`config.mk`:
```
export PLATFORM = sky130hd
export DESIGN_NAME = keypad_scanner
export DESIGN_NICKNAME = d
export VERILOG_FILES = /design/src/rtl/keypad_pkg.sv /design/src/rtl/scan_tick_gen.sv /design/src/rtl/keypad_scanner.sv
export SDC_FILE = /design/constraint.sdc
export NUM_CORES = 1
export LEC_CHECK = 0
export ABC_AREA = 1
export BUFFER_PORTS_ARGS = -buffer_cell sky130_fd_sc_hd__buf_2
export CAP_MARGIN = 10
export CORE_AREA = 2 2 79 81
export DETAILED_ROUTE_END_ITERATION = 8
export DIE_AREA = 0 0 81 83
export PLACE_DENSITY = 0.68
export SYNTH_ARGS = -nofsm -noshare
export SYNTH_HDL_FRONTEND = slang
export SYNTH_SLANG_ARGS = --single-unit
```
`constraint.sdc`:
```
create_clock -name clk_i -period 1.4 [get_ports clk_i]
set_input_delay 0.07 -clock clk_i [delete_from_list [all_inputs] [get_ports clk_i]]
set_output_delay 0.07 -clock clk_i [all_outputs]
set_load 0.03 [all_outputs]
```
`src/rtl/keypad_pkg.sv`:
```
// Shared types and constant tables for the 4x4 keypad scanner.
package keypad_pkg;

  typedef enum logic [1:0] {
    StScan     = 2'd0,
    StDebounce = 2'd1,
    StHeld     = 2'd2
  } state_e;

  // Column drive indexed by column select: [0]=1110 ... [3]=0111.
  localparam logic [3:0][3:0] ColDrive = {4'b0111, 4'b1011, 4'b1101, 4'b1110};

  // Key codes indexed by {row, col}; [0] is row 0 / col 0.
  localparam logic [15:0][3:0] KeyTable = {
    4'hD, 4'hE, 4'hF, 4'h0,
    4'hC, 4'h9, 4'h8, 4'h7,
    4'hB, 4'h6, 4'h5, 4'h4,
    4'hA, 4'h3, 4'h2, 4'h1
  };

  typedef struct packed {
    logic       single;
    logic [1:0] idx;
  } row_hit_t;

  // Flags exactly one low row bit and returns its index.
  function automatic row_hit_t row_decode(input logic [3:0] row);
    row_hit_t hit;
    hit = '{single: 1'b0, idx: 2'd0};
    case (row)
      4'b1110: hit = '{single: 1'b1, idx: 2'd0};
      4'b1101: hit = '{single: 1'b1, idx: 2'd1};
      4'b1011: hit = '{single: 1'b1, idx: 2'd2};
      4'b0111: hit = '{single: 1'b1, idx: 2'd3};
      default: hit = '{single: 1'b0, idx: 2'd0};
    endcase
    return hit;
  endfunction

  // Row pattern expected while only row idx is pulled low.
  function automatic logic [3:0] row_low_pattern(input logic [1:0] idx);
    return ~(4'b0001 << idx);
  endfunction

endpackage

```
`src/rtl/scan_tick_gen.sv`:
```
// Free-running column window divider; tick_o is high in the last cycle of each window.
module scan_tick_gen #(
  parameter int unsigned SCAN_DIV = 100000
) (
  input  logic clk_i,
  input  logic reset_i,
  output logic tick_o
);

  localparam int unsigned CntW = $clog2(SCAN_DIV);
  localparam logic [CntW-1:0] CntLast = CntW'(SCAN_DIV - 1);

  logic [CntW-1:0] cnt_q, cnt_d;

  // Count 0..SCAN_DIV-1 and wrap.
  always_comb begin
    cnt_d  = (cnt_q == CntLast) ? '0 : cnt_q + CntW'(1);
    tick_o = (cnt_q == CntLast);
  end

  // Divider register.
  always_ff @(posedge clk_i or posedge reset_i) begin
    if (reset_i) begin
      cnt_q <= '0;
    end else begin
      cnt_q <= cnt_d;
    end
  end

endmodule

```
`src/rtl/keypad_scanner.sv`:
```
// 4x4 matrix keypad scanner: column drive, row sync, debounce, one code per press.
module keypad_scanner
  import keypad_pkg::*;
#(
  parameter int unsigned SCAN_DIV       = 100000,
  parameter int unsigned DEBOUNCE_TICKS = 4
) (
  input  logic       clk_i,
  input  logic       reset_i,
  input  logic [3:0] row_i,
  output logic [3:0] col_o,
  output logic [3:0] key_code_o,
  output logic       key_valid_o,
  output logic       key_held_o
);

  localparam int unsigned CntW = $clog2(DEBOUNCE_TICKS + 1);
  // Count value from which one more matching tick reaches DEBOUNCE_TICKS.
  localparam logic [CntW-1:0] CntLast = CntW'(DEBOUNCE_TICKS - 1);

  logic            tick;
  state_e          state_q, state_d;
  logic [1:0]      col_sel_q, col_sel_d;
  logic [1:0]      row_idx_q, row_idx_d;
  logic [CntW-1:0] deb_cnt_q, deb_cnt_d;
  logic [CntW-1:0] rel_cnt_q, rel_cnt_d;
  logic [3:0]      key_code_q, key_code_d;
  logic            key_valid_q, key_valid_d;
  logic            key_held_q, key_held_d;
  logic [3:0]      col_q;
  logic [3:0]      sync1_q, sync2_q;
  row_hit_t        hit;

  scan_tick_gen #(
    .SCAN_DIV(SCAN_DIV)
  ) u_tick (
    .clk_i  (clk_i),
    .reset_i(reset_i),
    .tick_o (tick)
  );

  // Two-flop synchronizer for the asynchronous row lines.
  always_ff @(posedge clk_i or posedge reset_i) begin
    if (reset_i) begin
      sync1_q <= 4'b1111;
      sync2_q <= 4'b1111;
    end else begin
      sync1_q <= row_i;
      sync2_q <= sync1_q;
    end
  end

  // Scan / debounce / hold decisions, taken only on the window tick.
  always_comb begin
    state_d     = state_q;
    col_sel_d   = col_sel_q;
    row_idx_d   = row_idx_q;
    deb_cnt_d   = deb_cnt_q;
    rel_cnt_d   = rel_cnt_q;
    key_code_d  = key_code_q;
    key_valid_d = 1'b0;
    key_held_d  = key_held_q;
    hit         = row_decode(sync2_q);

    if (tick) begin
      case (state_q)
        StScan: begin
          if (hit.single) begin
            row_idx_d = hit.idx;
            deb_cnt_d = CntW'(1);
            state_d   = StDebounce;
          end else begin
            col_sel_d = col_sel_q + 2'd1;
          end
        end
        StDebounce: begin
          if (sync2_q == row_low_pattern(row_idx_q)) begin
            if (deb_cnt_q >= CntLast) begin
              key_code_d  = KeyTable[{row_idx_q, col_sel_q}];
              key_valid_d = 1'b1;
              key_held_d  = 1'b1;
              deb_cnt_d   = '0;
              rel_cnt_d   = '0;
              state_d     = StHeld;
            end else begin
              deb_cnt_d = deb_cnt_q + CntW'(1);
            end
          end else begin
            deb_cnt_d = '0;
            col_sel_d = col_sel_q + 2'd1;
            state_d   = StScan;
          end
        end
        StHeld: begin
          if (&sync2_q) begin
            if (rel_cnt_q >= CntLast) begin
              key_held_d = 1'b0;
              rel_cnt_d  = '0;
              col_sel_d  = col_sel_q + 2'd1;
              state_d    = StScan;
            end else begin
              rel_cnt_d = rel_cnt_q + CntW'(1);
            end
          end else begin
            rel_cnt_d = '0;
          end
        end
        default: state_d = StScan;
      endcase
    end
  end

  // State and output registers; col is registered from the next column select.
  always_ff @(posedge clk_i or posedge reset_i) begin
    if (reset_i) begin
      state_q     <= StScan;
      col_sel_q   <= 2'd0;
      row_idx_q   <= 2'd0;
      deb_cnt_q   <= '0;
      rel_cnt_q   <= '0;
      key_code_q  <= 4'h0;
      key_valid_q <= 1'b0;
      key_held_q  <= 1'b0;
      col_q       <= 4'b1110;
    end else begin
      state_q     <= state_d;
      col_sel_q   <= col_sel_d;
      row_idx_q   <= row_idx_d;
      deb_cnt_q   <= deb_cnt_d;
      rel_cnt_q   <= rel_cnt_d;
      key_code_q  <= key_code_d;
      key_valid_q <= key_valid_d;
      key_held_q  <= key_held_d;
      col_q       <= ColDrive[col_sel_d];
    end
  end

  assign col_o       = col_q;
  assign key_code_o  = key_code_q;
  assign key_valid_o = key_valid_q;
  assign key_held_o  = key_held_q;

endmodule
```
==> results.toml <==
[placement]
place.gp.congestion = 0.832
portBuffers = 15
dp_slack_ps = -226
hpwl_mm = 3.79

[timing]
worst_slack_ps = -292
min_period_over_period_pct = 121
slew_headroom_pct = 70.4
max_freq_mhz = 591
rsz0062_at_grt = "yes"
hold_viol = 0
report.final.slew_viol_count = 0
setup_tns_ps = -5490
fin_worst_skew_ps = 6.07
fin_crit_ps = 1690
setup_violations = 34
worst_pin_slew_ps = 442

[power_and_ir_drop]
p_sw_share_pct = 23.6
power_density_nw_per_um2 = 645
clkPwrFrac_pct = 36.8
p_comb_share_pct = 5.4
pwr-share-seq_pct = 57.8
total_power_w = 0.00240
p_switching_w = 0.000566
p_int_w = 0.00183
power_leakage_nw = 1.82
irDropWorstVdd_mv = 0.588

[clock_tree]
numCtsBuffers = 5
htree_levels = 2
cts_root_buffer = "clkbuf_8"
cts_tree = "yes"
clk_latency_ps = 300
clkSlewWorstSetupHoldPaths_ps = 90
clockBufferDepth = 2
clock_sinks = 47

[finish]
layout_common_cells = "buf_4 (67), nand2_1 (48), dfrtp_1 (36), inv_1 (33), nand2_2 (19)"
drive_gt1_share_pct = 50.9
num-fill-cells = 462
final_common_cell = "buf_4"
fin_nets = 414
antenna_cells = 0
synthToLayoutAreaGrowth_pct = 51.4

[setup_path]
reg2reg_slack_ps = -290
critPathArrivalTime_ps = 1890
crit_path_start_kind = "register"
r2r_end = "col_o[0]"
rr_worst_depth = 11
timing_worst_setup_path_type = "reg -> reg"
required_ps = 1600
critical_path.max_fanout = 5
reg2reg_from = "sync2_q[1]"
cp-end-kind = "register"

[synthesis]
synth_area_um2 = 2460
synth_cells = 299
syn_avg_cell_area_um2 = 8.23
ys_seq_area_share_pct = 48.4
ys_types = 28
yosysWarnings = 0
synth_seq_cells = 47
synth.net_count = 313

[routing]
dr.pass1.iters = 4
wl_per_cell_um = 12.6
num_vias = 2306
remaining_drc_errors = 0
antenna_left = 0
viasPerCell = 4.84
drtIter0Drc = 69
drt_wl_total_mm = 6.02

[floorplan]
rows = 28
dieArea_um2 = 6720
core_um2 = 5820
ios = 16
die_h_um = 83
die_x_um = 81
start_util_pct = 42.3

[run_status]
violations = "negative setup slack"
status = "finished, violations left"

[global_route]
met3_usage_pct = 3.48
busiest_layer = "met2"
grt.total_usage_pct = 18.5
antenna_found_initial = 0
overflow = 0
grt_max_degree = 48
grt_pass1_wl_mm = 9.79
gr-usage-met1_pct = 22.7
grt_pass1_vias = 2291
grt.met2_usage_pct = 30.7

[hold_path]
hp-class = "in -> async"

[run]
cap_viol_max_count = 0
worst max-delay path, stage by stage, from the launching register on:
cell and delay, ps:
dfstp_2 590, nand2_4 100, inv_2 80, nand2_1 60, nand2_1 70, nand2_2 80
o21ai_4 190, nand2_2 120, nand2_4 100, nand2_1 60, nand2_2 80, nand2_1 60
stage by stage:
stage / cells / instance area, um^2 / hold WS [ps] / utilization, %
floorplan: 299 / 2520 / 74.5 / -
global placement: 443 / 3120 / 127 / 53.6
detailed placement: 443 / 3120 / 128 / 53.6
CTS: 469 / 3490 / 337 / 60.0
global route: 476 / 3720 / 363 / 64.0
finish: 476 / 3720 / 332 / 64.0
cell usage after synthesis (all sizes together):
library cell / number / area (um^2)
a21boi: 1 / 7.51
a21oi: 8 / 40.0
clkinv: 2 / 7.51
dfrtp: 36 / 901
dfstp: 11 / 289
ha: 8 / 100
inv: 52 / 195
nand2: 77 / 319
nand3: 23 / 138
nand3b: 1 / 7.51
nand4: 7 / 43.8
nor2: 36 / 168
nor3: 5 / 35.0
nor4: 4 / 25.0
o21a: 1 / 7.51
o21ai: 19 / 106
xnor2: 1 / 8.76
xor2: 7 / 61.3
layer usage:
layer  vias up  part of all wire [%]
met5         -                     0
met4         0                   3.3
met3        18                   3.4
met2        47                    52
met1      1091                    41
li1       1150                     -
power groups by stage:
stage               sequential (W)  combinational (W)  clock (W)
floorplan                  0.00141          0.0000559          0
global placement           0.00141          0.0000923          0
detailed placement         0.00141          0.0000939          0
CTS                        0.00139           0.000110   0.000919
global route               0.00139           0.000145   0.000959
finish                     0.00139           0.000129   0.000883
registers in the layout, indices dropped and copies added (netlist names):
| register | count |
|---|---|
| u_tick.cnt_q | 17 |
| sync2_q | 4 |
| key_code_o | 4 |
| col_o | 4 |
| col_sel_q | 2 |
| key_held_o | 1 |
| key_valid_o | 1 |
| deb_cnt_q | 3 |
| row_idx_q | 2 |
| rel_cnt_q | 3 |
| sync1_q | 4 |
| state_q | 2 |
area by class of cell:
class / count / area [um^2] / share of cell area [%]
multi-input cells: 198 / 1400 / 37.7
flip-flops and latches: 47 / 1190 / 32.0
repair buffers: 94 / 724 / 19.5
inverters: 54 / 213 / 5.71
well taps: 75 / 93.8 / 2.52
clock buffers: 6 / 82.6 / 2.22
clock inverters: 2 / 16.3 / 0.437
cell families (layout without fill, tap and decap cells):
kind of cell / count (synthesis) / after routing / share of synthesized area [%]
and+or+nand+nor: 153 / 153 / 29.9
AOI/OAI and AO/OA: 29 / 29 / 6.56
adders and majority gates: 8 / 8 / 4.07
buffers and inverters: 54 / 156 / 8.24
DFF: 47 / 47 / 48.4
xor gates and xnor gates: 8 / 8 / 2.85
how the worst max path moves through the flow:
stage / start / end / slack (ps) / cells past startpoint
global placement: rel_cnt_q[1] / col_o[0] / -190 / 12
global route: sync2_q[3] / col_o[0] / -370 / 11
finish: sync2_q[1] / col_o[0] / -290 / 11
floorplan: deb_cnt_q[1] / rel_cnt_q[0] / -100 / 12
detailed placement: rel_cnt_q[0] / col_o[0] / -230 / 12
CTS: sync2_q[3] / rel_cnt_q[0] / -200 / 10
repair_timing:
| action | CTS | global route |
|---|---|---|
| hold buffers | 5 | 0 |
| hold endpoints to repair | 40 | 0 |
| endpoints found under the setup margin | 30 | 36 |
| pin swaps | 13 | 27 |
| gates resized for setup | 32 | 48 |
| setup buffers | 13 | 9 |
Note: power is estimated with default switching activity, not from simulation.
